[src/rtl/uart_pkg.sv]
// Shared definitions for the UART transmit path: FSM encoding, parity modes
// and the data-bit clamp used when a frame format is latched.
package uart_pkg;

    typedef enum logic [2:0] {
        ST_IDLE     = 3'd0,
        ST_START    = 3'd1,
        ST_DATA     = 3'd2,
        ST_PARITY   = 3'd3,
        ST_STOP     = 3'd4,
        ST_BREAK    = 3'd5,
        ST_BRK_STOP = 3'd6
    } tx_state_e;

    localparam logic [1:0] PAR_NONE = 2'b00;
    localparam logic [1:0] PAR_EVEN = 2'b01;
    localparam logic [1:0] PAR_ODD  = 2'b10;

    // Frames carry at least 5 data bits and never more than the word width.
    function automatic logic [3:0] clamp_nbits(input logic [3:0] n,
                                               input logic [3:0] max_bits);
        if (n < 4'd5) begin
            return 4'd5;
        end else if (n > max_bits) begin
            return max_bits;
        end else begin
            return n;
        end
    endfunction

endpackage

[src/rtl/uart_tx_fifo.sv]
// Synchronous W x DEPTH FIFO with a combinational head word; shared by the
// TX path and reusable on the RX side. DEPTH must be a power of two.
module uart_tx_fifo #(
    parameter int W     = 8,
    parameter int DEPTH = 4
) (
    input  logic                       clk_i,
    input  logic                       rst_i,
    input  logic                       push_i,
    input  logic [W-1:0]               data_i,
    input  logic                       pop_i,
    output logic [W-1:0]               data_o,
    output logic [$clog2(DEPTH):0]     count_o,
    output logic                       full_o,
    output logic                       empty_o
);

    localparam int AW = $clog2(DEPTH);
    localparam int CW = AW + 1;

    logic [W-1:0]  mem [DEPTH];
    logic [AW-1:0] wr_ptr_q;
    logic [AW-1:0] rd_ptr_q;
    logic [CW-1:0] count_q;
    logic          push_ok;
    logic          pop_ok;

    assign full_o  = (count_q == CW'(DEPTH));
    assign empty_o = (count_q == '0);
    assign count_o = count_q;
    assign data_o  = mem[rd_ptr_q];

    assign push_ok = push_i && !full_o;
    assign pop_ok  = pop_i && !empty_o;

    always_ff @(posedge clk_i) begin
        if (push_ok) begin
            mem[wr_ptr_q] <= data_i;
        end
    end

    // Pointers wrap naturally because DEPTH is a power of two.
    always_ff @(posedge clk_i) begin
        if (rst_i) begin
            wr_ptr_q <= '0;
            rd_ptr_q <= '0;
            count_q  <= '0;
        end else begin
            if (push_ok) begin
                wr_ptr_q <= wr_ptr_q + AW'(1);
            end
            if (pop_ok) begin
                rd_ptr_q <= rd_ptr_q + AW'(1);
            end
            case ({push_ok, pop_ok})
                2'b10:   count_q <= count_q + CW'(1);
                2'b01:   count_q <= count_q - CW'(1);
                default: count_q <= count_q;
            endcase
        end
    end

endmodule

[src/rtl/uart_tx_ext.sv]
// UART transmitter with TX FIFO and runtime frame format (5..DATA_W bits,
// none/even/odd parity, 1/2 stops). Line break support under UART_TX_BREAK_EN.
// Handshake: a word is accepted on every rising edge where s_valid_i and
// s_ready_o are both high; s_ready_o depends only on the registered FIFO count.
module uart_tx_ext
    import uart_pkg::*;
#(
    parameter int DATA_W     = 8,
    parameter int FIFO_DEPTH = 4,
    parameter int CNT_W      = 29
) (
    input  logic                          clk_i,
    input  logic                          rst_i,
    input  logic                          locked_i,
    input  logic [CNT_W-1:0]              bitperiod_i,
    input  logic [3:0]                    cfg_nbits_i,
    input  logic [1:0]                    cfg_parity_i,
    input  logic                          cfg_stop2_i,
    input  logic                          s_valid_i,
    input  logic [DATA_W-1:0]             s_data_bi,
    output logic                          s_ready_o,
    output logic [$clog2(FIFO_DEPTH):0]   fifo_count_o,
    output logic                          busy_o,
    output logic                          tx_done_tick_o,
`ifdef UART_TX_BREAK_EN
    input  logic                          break_i,
`endif
    output logic                          tx_o,
    output logic [2:0]                    dbg_state_o
);

    localparam logic [3:0] MAX_BITS = 4'(DATA_W);

    tx_state_e           state_q;
    tx_state_e           state_d;
    logic [CNT_W-1:0]    cnt_q;
    logic [CNT_W-1:0]    bp_q;
    logic [3:0]          nbits_q;
    logic [1:0]          par_mode_q;
    logic                stop2_q;
    logic                stop_idx_q;
    logic [DATA_W-1:0]   shreg_q;
    logic [3:0]          bit_q;
    logic                par_q;
    logic                avail_q;

    logic                fifo_push;
    logic                fifo_pop;
    logic [DATA_W-1:0]   fifo_head;
    logic                fifo_full;
    logic                fifo_empty;

    logic [3:0]          nbits_in;
    logic [DATA_W-1:0]   in_mask;
    logic [DATA_W-1:0]   head_masked;
    logic                tc;
    logic                last_bit;
    logic                last_stop;
    logic                par_en;
    logic                cnt_clr;
    logic                brk;

`ifdef UART_TX_BREAK_EN
    assign brk = break_i;
`else
    assign brk = 1'b0;
`endif

    uart_tx_fifo #(
        .W     (DATA_W),
        .DEPTH (FIFO_DEPTH)
    ) u_fifo (
        .clk_i   (clk_i),
        .rst_i   (rst_i),
        .push_i  (fifo_push),
        .data_i  (s_data_bi),
        .pop_i   (fifo_pop),
        .data_o  (fifo_head),
        .count_o (fifo_count_o),
        .full_o  (fifo_full),
        .empty_o (fifo_empty)
    );

    assign s_ready_o   = !fifo_full;
    assign fifo_push   = s_valid_i && s_ready_o;
    assign dbg_state_o = state_q;

    assign nbits_in = clamp_nbits(cfg_nbits_i, MAX_BITS);

    always_comb begin
        in_mask = '0;
        for (int i = 0; i < DATA_W; i++) begin
            in_mask[i] = (4'(i) < nbits_in);
        end
    end

    assign head_masked = fifo_head & in_mask;
    assign tc          = (cnt_q == bp_q);
    assign last_bit    = (bit_q == nbits_q - 4'd1);
    assign last_stop   = !stop2_q || stop_idx_q;
    assign par_en      = (par_mode_q == PAR_EVEN) || (par_mode_q == PAR_ODD);
    assign cnt_clr     = tc || (state_d != state_q) ||
                         (state_q == ST_IDLE) || (state_q == ST_BREAK);

    always_ff @(posedge clk_i) begin
        if (rst_i) begin
            state_q <= ST_IDLE;
        end else begin
            state_q <= state_d;
        end
    end

    // A new word waits one extra cycle in the FIFO before a frame may start;
    // back-to-back frames are unaffected because avail_q is already set.
    always_comb begin
        state_d  = state_q;
        fifo_pop = 1'b0;
        case (state_q)
            ST_IDLE: begin
                if (brk) begin
                    state_d = ST_BREAK;
                end else if (avail_q && !fifo_empty && locked_i) begin
                    fifo_pop = 1'b1;
                    state_d  = ST_START;
                end
            end
            ST_START: begin
                if (tc) state_d = ST_DATA;
            end
            ST_DATA: begin
                if (tc && last_bit) state_d = par_en ? ST_PARITY : ST_STOP;
            end
            ST_PARITY: begin
                if (tc) state_d = ST_STOP;
            end
            ST_STOP: begin
                if (tc && last_stop) state_d = ST_IDLE;
            end
            ST_BREAK: begin
                if (!brk) state_d = ST_BRK_STOP;
            end
            ST_BRK_STOP: begin
                if (tc) state_d = ST_IDLE;
            end
            default: state_d = ST_IDLE;
        endcase
    end

    always_comb begin
        tx_o           = 1'b1;
        busy_o         = 1'b1;
        tx_done_tick_o = 1'b0;
        case (state_q)
            ST_IDLE:   busy_o = 1'b0;
            ST_BREAK: begin
                tx_o   = 1'b0;
                busy_o = 1'b0;
            end
            ST_START:  tx_o = 1'b0;
            ST_DATA:   tx_o = shreg_q[0];
            ST_PARITY: tx_o = par_q ^ (par_mode_q == PAR_ODD);
            ST_STOP:   tx_done_tick_o = tc && last_stop;
            default: begin
                tx_o   = 1'b1;
                busy_o = 1'b1;
            end
        endcase
    end

    // Frame format and data are captured at pop so later config writes
    // cannot disturb a frame in flight.
    always_ff @(posedge clk_i) begin
        if (rst_i) begin
            cnt_q      <= '0;
            bp_q       <= '0;
            nbits_q    <= 4'd5;
            par_mode_q <= PAR_NONE;
            stop2_q    <= 1'b0;
            stop_idx_q <= 1'b0;
            shreg_q    <= '0;
            bit_q      <= '0;
            par_q      <= 1'b0;
            avail_q    <= 1'b0;
        end else begin
            avail_q <= !fifo_empty;
            cnt_q   <= cnt_clr ? '0 : cnt_q + CNT_W'(1);
            if (fifo_pop) begin
                bp_q       <= bitperiod_i;
                nbits_q    <= nbits_in;
                par_mode_q <= cfg_parity_i;
                stop2_q    <= cfg_stop2_i;
                stop_idx_q <= 1'b0;
                shreg_q    <= head_masked;
                bit_q      <= '0;
                par_q      <= ^head_masked;
            end
            if (state_q == ST_BREAK) begin
                bp_q <= bitperiod_i;
            end
            if (state_q == ST_DATA && tc) begin
                shreg_q <= shreg_q >> 1;
                bit_q   <= bit_q + 4'd1;
            end
            if (state_q == ST_STOP && tc) begin
                stop_idx_q <= 1'b1;
            end
        end
    end

endmodule

[config.mk]
export PLATFORM = sky130hd
export DESIGN_NAME = uart_tx_ext
export DESIGN_NICKNAME = d
export VERILOG_FILES = /design/src/rtl/uart_pkg.sv /design/src/rtl/uart_tx_fifo.sv /design/src/rtl/uart_tx_ext.sv
export SDC_FILE = /design/constraint.sdc
export NUM_CORES = 1
export LEC_CHECK = 0
export CAP_MARGIN = 20
export CORE_MARGIN = 2
export CORE_UTILIZATION = 61
export DETAILED_ROUTE_END_ITERATION = 10
export GPL_TIMING_DRIVEN = 0
export PLACE_DENSITY_LB_ADDON = 0.08
export SLEW_MARGIN = 20
export SYNTH_ARGS = -nofsm -noshare
export SYNTH_HDL_FRONTEND = slang
export SYNTH_HIERARCHICAL = 1
export SYNTH_SLANG_ARGS = --single-unit
[constraint.sdc]
create_clock -name clk_i -period 5.2 [get_ports clk_i]
set_clock_uncertainty 0.2 [all_clocks]
set_input_delay 0.52 -clock clk_i [delete_from_list [all_inputs] [get_ports clk_i]]
set_output_delay 0.52 -clock clk_i [all_outputs]
set_load 0.05 [all_outputs]
==> impl_results.md, run 1 <==
- Async S/R FF share, synth: 0%
- I/O pin count: 58
- 1st-iter DRT viols: roughly 200
- Power share of the combinational group: between 10% and 20%
- Final Net Count: about 700
- CTS Buf Count: 17
- Vias after detailed routing: between 4000 and 5000
- Post-synth EDFFs: 32
- Largest net degree at the start of global routing: 17
- Die X-Extent: about 99 microns
- Starting Density: a little over three fifths
- Slew Limit Headroom: 51.6%
- Sequential fraction of the synthesis area: about 50%
- Status: completed
- Core Util, Final: approximately 78%
- First-pass GRT wire length: a little over 20000 microns
- Site row count: 34
- Layout cell share with drive strength beyond 1: about 9.8%
- Power Internal: between 1.5 and 2 mW
- Mux contribution to synthesized area: 3.65%
- Ys Warns: 6
- GRT Util Overall: 27.1%
- Worst EP required: about 4.5 ns
- Mapped Cells: ~570
- Most used DFF post-synth: dfxtp_1
- Syn_nets: between 600 and 700
- Routed WL: 12400 microns
- Pwr/cell area: between 300 and 400 mW/mm^2
- Ant. Diodes: 0
- Root buffer cell: clkbuf_8
- Critical path launch point type: register
- GR Overflow Total: 0
- Synth Area in Compound Gates: 8.48%
- Most frequent cells in the layout: dfxtp_1, nand2_1, clkdlybuf4s50_1
- Core area: about 0.0087 sq mm
- Setup TNS: 0 ns
- Post-Synth Adder-Cell Area: 2.42%
- Crit Path Category: reg -> out
- Clock slew at reported path FFs: roughly 0.06 ns
- P_sw: between 0.6 and 0.7 mW
- Vias per cell: ~5.6
- Hold Crit Class: in -> reg
- H-tree Lvls: 4
- Detailed Routing Iterations Pass 1: 4
- Hold Buf Count CTS: 0
- Number of port buffers: 56
- Area leader, netlist: dfxtp_1
- Synth Area in XOR/XNOR: between 10% and 20%
- Final GP Congestion: about 0.9
- Post-route ant nets: 0
- Final instance area: about 0.0068 sq mm
- Final hold violation count: 0
- Endpoints failing setup: 0
- Switching Share: 25.4%
- Clock Path Buffers: 2
- Crit end category: output pin
- Most common cell after layout, fill and taps aside: dfxtp_1
- Worst Path Max Fanout: 8
- MaxCap Viol Count: 0
- Die height: around 100 microns
- VDD IR-drop max: roughly 0.00030 V
- Arrival @ worst endpoint: between 3 and 4 ns
- Avg Inst Size Synth: 9.72 sq um
- Max-slew violations: 0
- Post-DP HPWL: approximately 8400 microns
- Setup bufs post-CTS: 0
- Largest family of logic cells by synthesized area: simple AND/OR/NAND/NOR gates
- Yosys cell types: between 40 and 50
- Die area: between 0.009 and 0.01 sq mm
- Clock network power share: approximately 49%
- Flops & latches, synth: 124
- Worst slew pin tran: between 0.7 and 0.8 ns
- DRC: 0
- Power consumption: between 2 and 3 mW
- Initial antenna violation count: 0
- Share of the synthesized area in the top cell type: 33.5%
- CTS tree: built
- Vias in the first global route: 4213
- Post-Syn Area: 0.00549 sq mm
- Fmax: ~250 MHz
- Layout area overhead: 23.8%
- Dpl cell area: 0.00619 sq mm
- Clk sink count: approximately 120
- Final Cycle Share: between 70 and 80%
- Routed len/inst: 16.3 microns
- Post-CTS sizing: 0
- Min Clock Period, post-route: a little under 4 ns
- Seq pwr share: approximately two fifths
- Clock Latency Late Sink: about 0.52 ns
- Ranking of synthesized cells by area: dfxtp_1, edfxtp_1, xnor2_1
- RSZ-0062 raised after global routing: no
- Simple-gate share of the synthesized area: 18.8%
- Pleak: ~2.3 nW
power groups by stage:
stage / combinational, mW / sequential [mW] / clock, mW
3_5_place_dp: 0.248 / 1.06 / 0
6_report: 0.252 / 1.04 / 1.23
3_3_place_gp: 0.242 / 1.06 / 0
4_1_cts: 0.252 / 1.04 / 1.24
5_1_grt: 0.275 / 1.04 / 1.28
2_1_floorplan: 0.148 / 1.07 / 0
synth_stat cells (2+ instances only):
cell and number:
mux2i_1 2, nor3_2 2, nand2_1 85, ha_1 9, nor3_1 8, a22oi_1 5, a211oi_1 4, buf_1 4
nand4_1 11, and2_1 5, nand4b_1 2, or3_1 4, nor2b_1 2, clkbuf_1 10, xor2_1 17, nor2_1 55
inv_1 20, mux4_2 8, edfxtp_1 32, a211o_1 2, nor4_2 2, o21ai_0 8, nand2b_1 5, nand3_1 22
a21oi_1 55, buf_4 2, buf_2 10, and3_1 8, dfxtp_1 92, xnor2_1 55
worst max-delay path: stages (launching register included):
cell             delay, ns
dfxtp_1               0.34
xnor2_1               0.29
nand4_2               0.16
nor4_2                0.60
and2_1                0.21
buf_4                 0.14
nand2_1               0.06
nor2_1                0.09
clkdlybuf4s50_1       0.80
routing by layer:
metal / track usage [%] / wire (microns) / vias up
met5: 0 / 0 / -
met4: 11.4 / 275 / 0
met3: 7.02 / 761 / 26
met2: 43.1 / 5890 / 124
met1: 35.3 / 5490 / 2033
li1: - / - / 2081
area by class of cell:
type                    count  area [sq um]
flip-flops and latches    124          2800
multi-input cells         393          2480
fillers                   567          1920
repair buffers             56           561
clock buffers              17           414
clock inverters            15           199
well taps                 108           135
plain buffers              27           129
inverters                  21          78.8
stage by stage:
| step | instances | setup slack (ns) | hold WS, ns |
|---|---|---|---|
| global route | 761 | 1.06 | 0.185 |
| global placement | 729 | 1.72 | 0.246 |
| detailed placement | 729 | 1.66 | 0.247 |
| finish | 761 | 1.26 | 0.182 |
| CTS | 761 | 1.28 | 0.165 |
| floorplan | 565 | 2.07 | 0.236 |
registers in the layout, indices dropped and copies added (netlist names), named ones only:
| signal | count |
|---|---|
| u_fifo/mem | 32 |
| bp_q | 29 |
| cnt_q | 29 |
| shreg_q | 8 |
| bit_q | 4 |
| nbits_q | 4 |
| dbg_state_o | 3 |
| u_fifo/count_o | 3 |
| par_mode_q | 2 |
| u_fifo/rd_ptr_q | 2 |
| u_fifo/wr_ptr_q | 2 |
| avail_q | 1 |
| par_q | 1 |
| stop2_q | 1 |
| stop_idx_q | 1 |
kinds of logic (layout without fill, tap and decap cells):
group | Yosys count | in the layout
and+or+nand+nor | 219 | 219
DFF | 124 | 124
AOI/OAI and AO/OA | 81 | 81
xor gates and xnor gates | 73 | 73
buffers and inverters | 48 | 136
adders and majority gates | 10 | 10
muxes | 10 | 10
path summary, 6_finish.rpt:
| kind | from | endpoint | slack (ns) | cells past startpoint |
|---|---|---|---|---|
| setup reg to reg | dbg_state_o[0] | u_fifo/count_o[2] | 1.80 | 13 |
| hold / removal | rst_i | register | 0.18 | 2 |
| setup / recovery | bp_q[23] | tx_done_tick_o | 1.26 | 8 |
| hold reg to reg | stop2_q | stop2_q | 0.26 | 2 |
Power figures use the tool's default switching activity.
==> run 2, diff against run 1 <==
CORE_UTILIZATION = 56   (was 61)
clock period = 3.9 ns   (was 5.2 ns; I/O delays follow)
==> impl_results.md, run 2 (synthesized netlist as in run 1, its figures left out) <==
- Hold Crit Class: in -> reg
- R2r endpoint: u_fifo/count_o[2]
- Most flops, register: u_fifo/mem
- RSZ-0062 raised after global routing: no
- Critical path launch point type: register
- Vias in the first global route: 4000
- Pleak: 2.30 nW
- Reg-to-Reg Start: dbg_state_o[0]
- Fillers: between 700 and 800
- Post-Layout Cell Count: 786
- Pwr/cell area: a little under 500 mW/mm^2
- Die X-Extent: 103 microns
- Dpl cell area: 0.00622 sq mm
- Clock slew at reported path FFs: 0.06 ns
- R2R Setup Slk: 0.54 ns
- Worst Path Max Fanout: 8
- Post-DP HPWL: approximately 8500 microns
- Die height: ~100 microns
- Crit end category: output pin
- CP startpoint: cnt_q[20]
- Endpoints failing setup: 0
- Arrival @ worst endpoint: about 2.8 ns
- Setup TNS: 0 ns
- First-pass GRT wire length: 19400 microns
- 1st-iter DRT viols: 173
- H-tree Lvls: 4
- Vias per cell: approximately 5.4
- Die area: 0.0106 sq mm
- Core area: 0.00964 sq mm
- Vias after detailed routing: between 4000 and 5000
- Hold Buf Count CTS: 0
- Sequential Area: ~0.0028 sq mm
- Footprint of the multi-input gates: approximately 0.0025 sq mm
- Final hold violation count: 0
- Initial antenna violation count: 0
- Largest net degree at the start of global routing: 17
- Clock Latency Late Sink: about 0.51 ns
- Fmax: around 290 MHz
- Final Cycle Share: between 80% and 90%
- GRT Util Overall: 24.4%
- Final Net Count: approximately 700
- CTS Buf Count: 17
- Routed len/inst: 15.3 microns
- VDD IR-drop max: slightly below 0.0003 V
- Slew Limit Headroom: approximately 56%
- Routed WL: approximately 12000 microns
- Site row count: 36
- Post-route ant nets: 0
- Clock Path Buffers: 2
- End point of the critical path: tx_done_tick_o
- Final instance area: roughly 0.0068 sq mm
- Placed cells: about 750
- Status: completed
- Most common cell after layout, fill and taps aside: dfxtp_1
- Min Clock Period, post-route: 3.40 ns
- Most frequent cells in the layout: dfxtp_1, nand2_1
- Max-slew violations: 0
- Largest regs: u_fifo/mem (32), bp_q (29), cnt_q (29)
- I/O pin count: 58
- Worst R2R Path Depth: 13
- Ant. Diodes: 0
- Worst EP required: between 3 and 4 ns
- Worst slew pin tran: approximately 0.65 ns
- Max FFs per register: 32
- Layout area overhead: 24.3%
- Starting Density: about 57%
- GR Overflow Total: 0
- MaxCap Viol Count: 0
- Number of port buffers: 56
- Layout cell share with drive strength beyond 1: under 10%
- Final GP Congestion: ~0.85
- Crit Path Category: reg -> out
- Clk sink count: 124
- Root buffer cell: clkbuf_8
- Setup bufs post-CTS: 0
- CTS tree: built
- Detailed Routing Iterations Pass 1: 7
- DRC: 0
## run 2: cell count changes in the layout (fill, tap and decap cells not counted)
| cell | delta |
|---|---|
| inv_6 | -7 |
| nor4_4 | +1 |
| clkinv_2 | +1 |
| clkinv_4 | -1 |
| clkinvlp_4 | +3 |
| clkbuf_1 | +2 |
| bufinv_16 | +1 |
| clkdlybuf4s50_1 | -1 |
| clkinv_1 | +3 |
| dlymetal6s2s_1 | +1 |
| inv_8 | -2 |
| nor4_2 | -1 |
## run 2: through the flow
stage / hold WS [ns] / total power [mW] / utilization [%] / setup WS, ns
after floorplan: 0.236 / 1.62 / - / 0.775
after global routing: 0.0669 / 3.43 / 70.8 / 0.316
after detailed placement: 0.260 / 1.74 / 64.5 / 0.476
final: 0.0317 / 3.30 / 70.8 / 0.496
after global placement: 0.246 / 1.74 / 64.5 / 0.517
after CTS: 0.0216 / 3.32 / 70.8 / 0.120
## run 2: critical path, stage by stage, from the launching register on
cell and delay [ns]:
dfxtp_1 0.37, xnor2_1 0.32, nand4_1 0.22, nor4_4 0.49
and2_1 0.19, buf_4 0.15, nand2_1 0.05, nor2_1 0.09
dlymetal6s2s_1 0.42
## run 2: layout make-up
cell class	instances	area share (%)
Clock inverter	13	2.57
Clock buffer	19	6.18
Sequential cell	124	41.1
Inverter	21	1.15
Buffer	27	1.89
Tap cell	133	2.44
Multi-Input combinational cell	393	36.5
Timing Repair Buffer	56	8.25
## run 2: worst min path at each step
stage | from | end | depth (start not counted)
4_1_cts | rst_i | u_fifo/count_o[0] | 2
6_report | rst_i | u_fifo/count_o[1] | 2
5_1_grt | rst_i | u_fifo/count_o[1] | 2
3_5_place_dp | par_mode_q[0] | par_mode_q[0] | 2
3_3_place_gp | stop2_q | stop2_q | 2
2_1_floorplan | par_mode_q[0] | par_mode_q[0] | 2
## run 2: per-layer routing
metal | GRT usage [%] | up-vias | share of wire (%)
met5 | 0 | - | 0
met3 | 7.46 | 22 | 7.4
li1 | - | 2082 | -
met4 | 8.50 | 0 | 1.7
met2 | 39.6 | 140 | 47
met1 | 31.2 | 1996 | 44
## run 2: what timing repair did
action | CTS | global route
hold endpoints to repair | 0 | 0
gates cloned | 0 | 0
resized for setup | 1 | 1
setup endpoints to repair | 1 | 1
## run 2: where the power goes
part           leakage, nW  total, mW  switching [mW]  internal [mW]
logic                0.987      0.338           0.187          0.151
registers             1.04       1.39          0.0261           1.36
clock network        0.277       1.58           0.549           1.03
total                 2.30       3.30           0.761           2.54
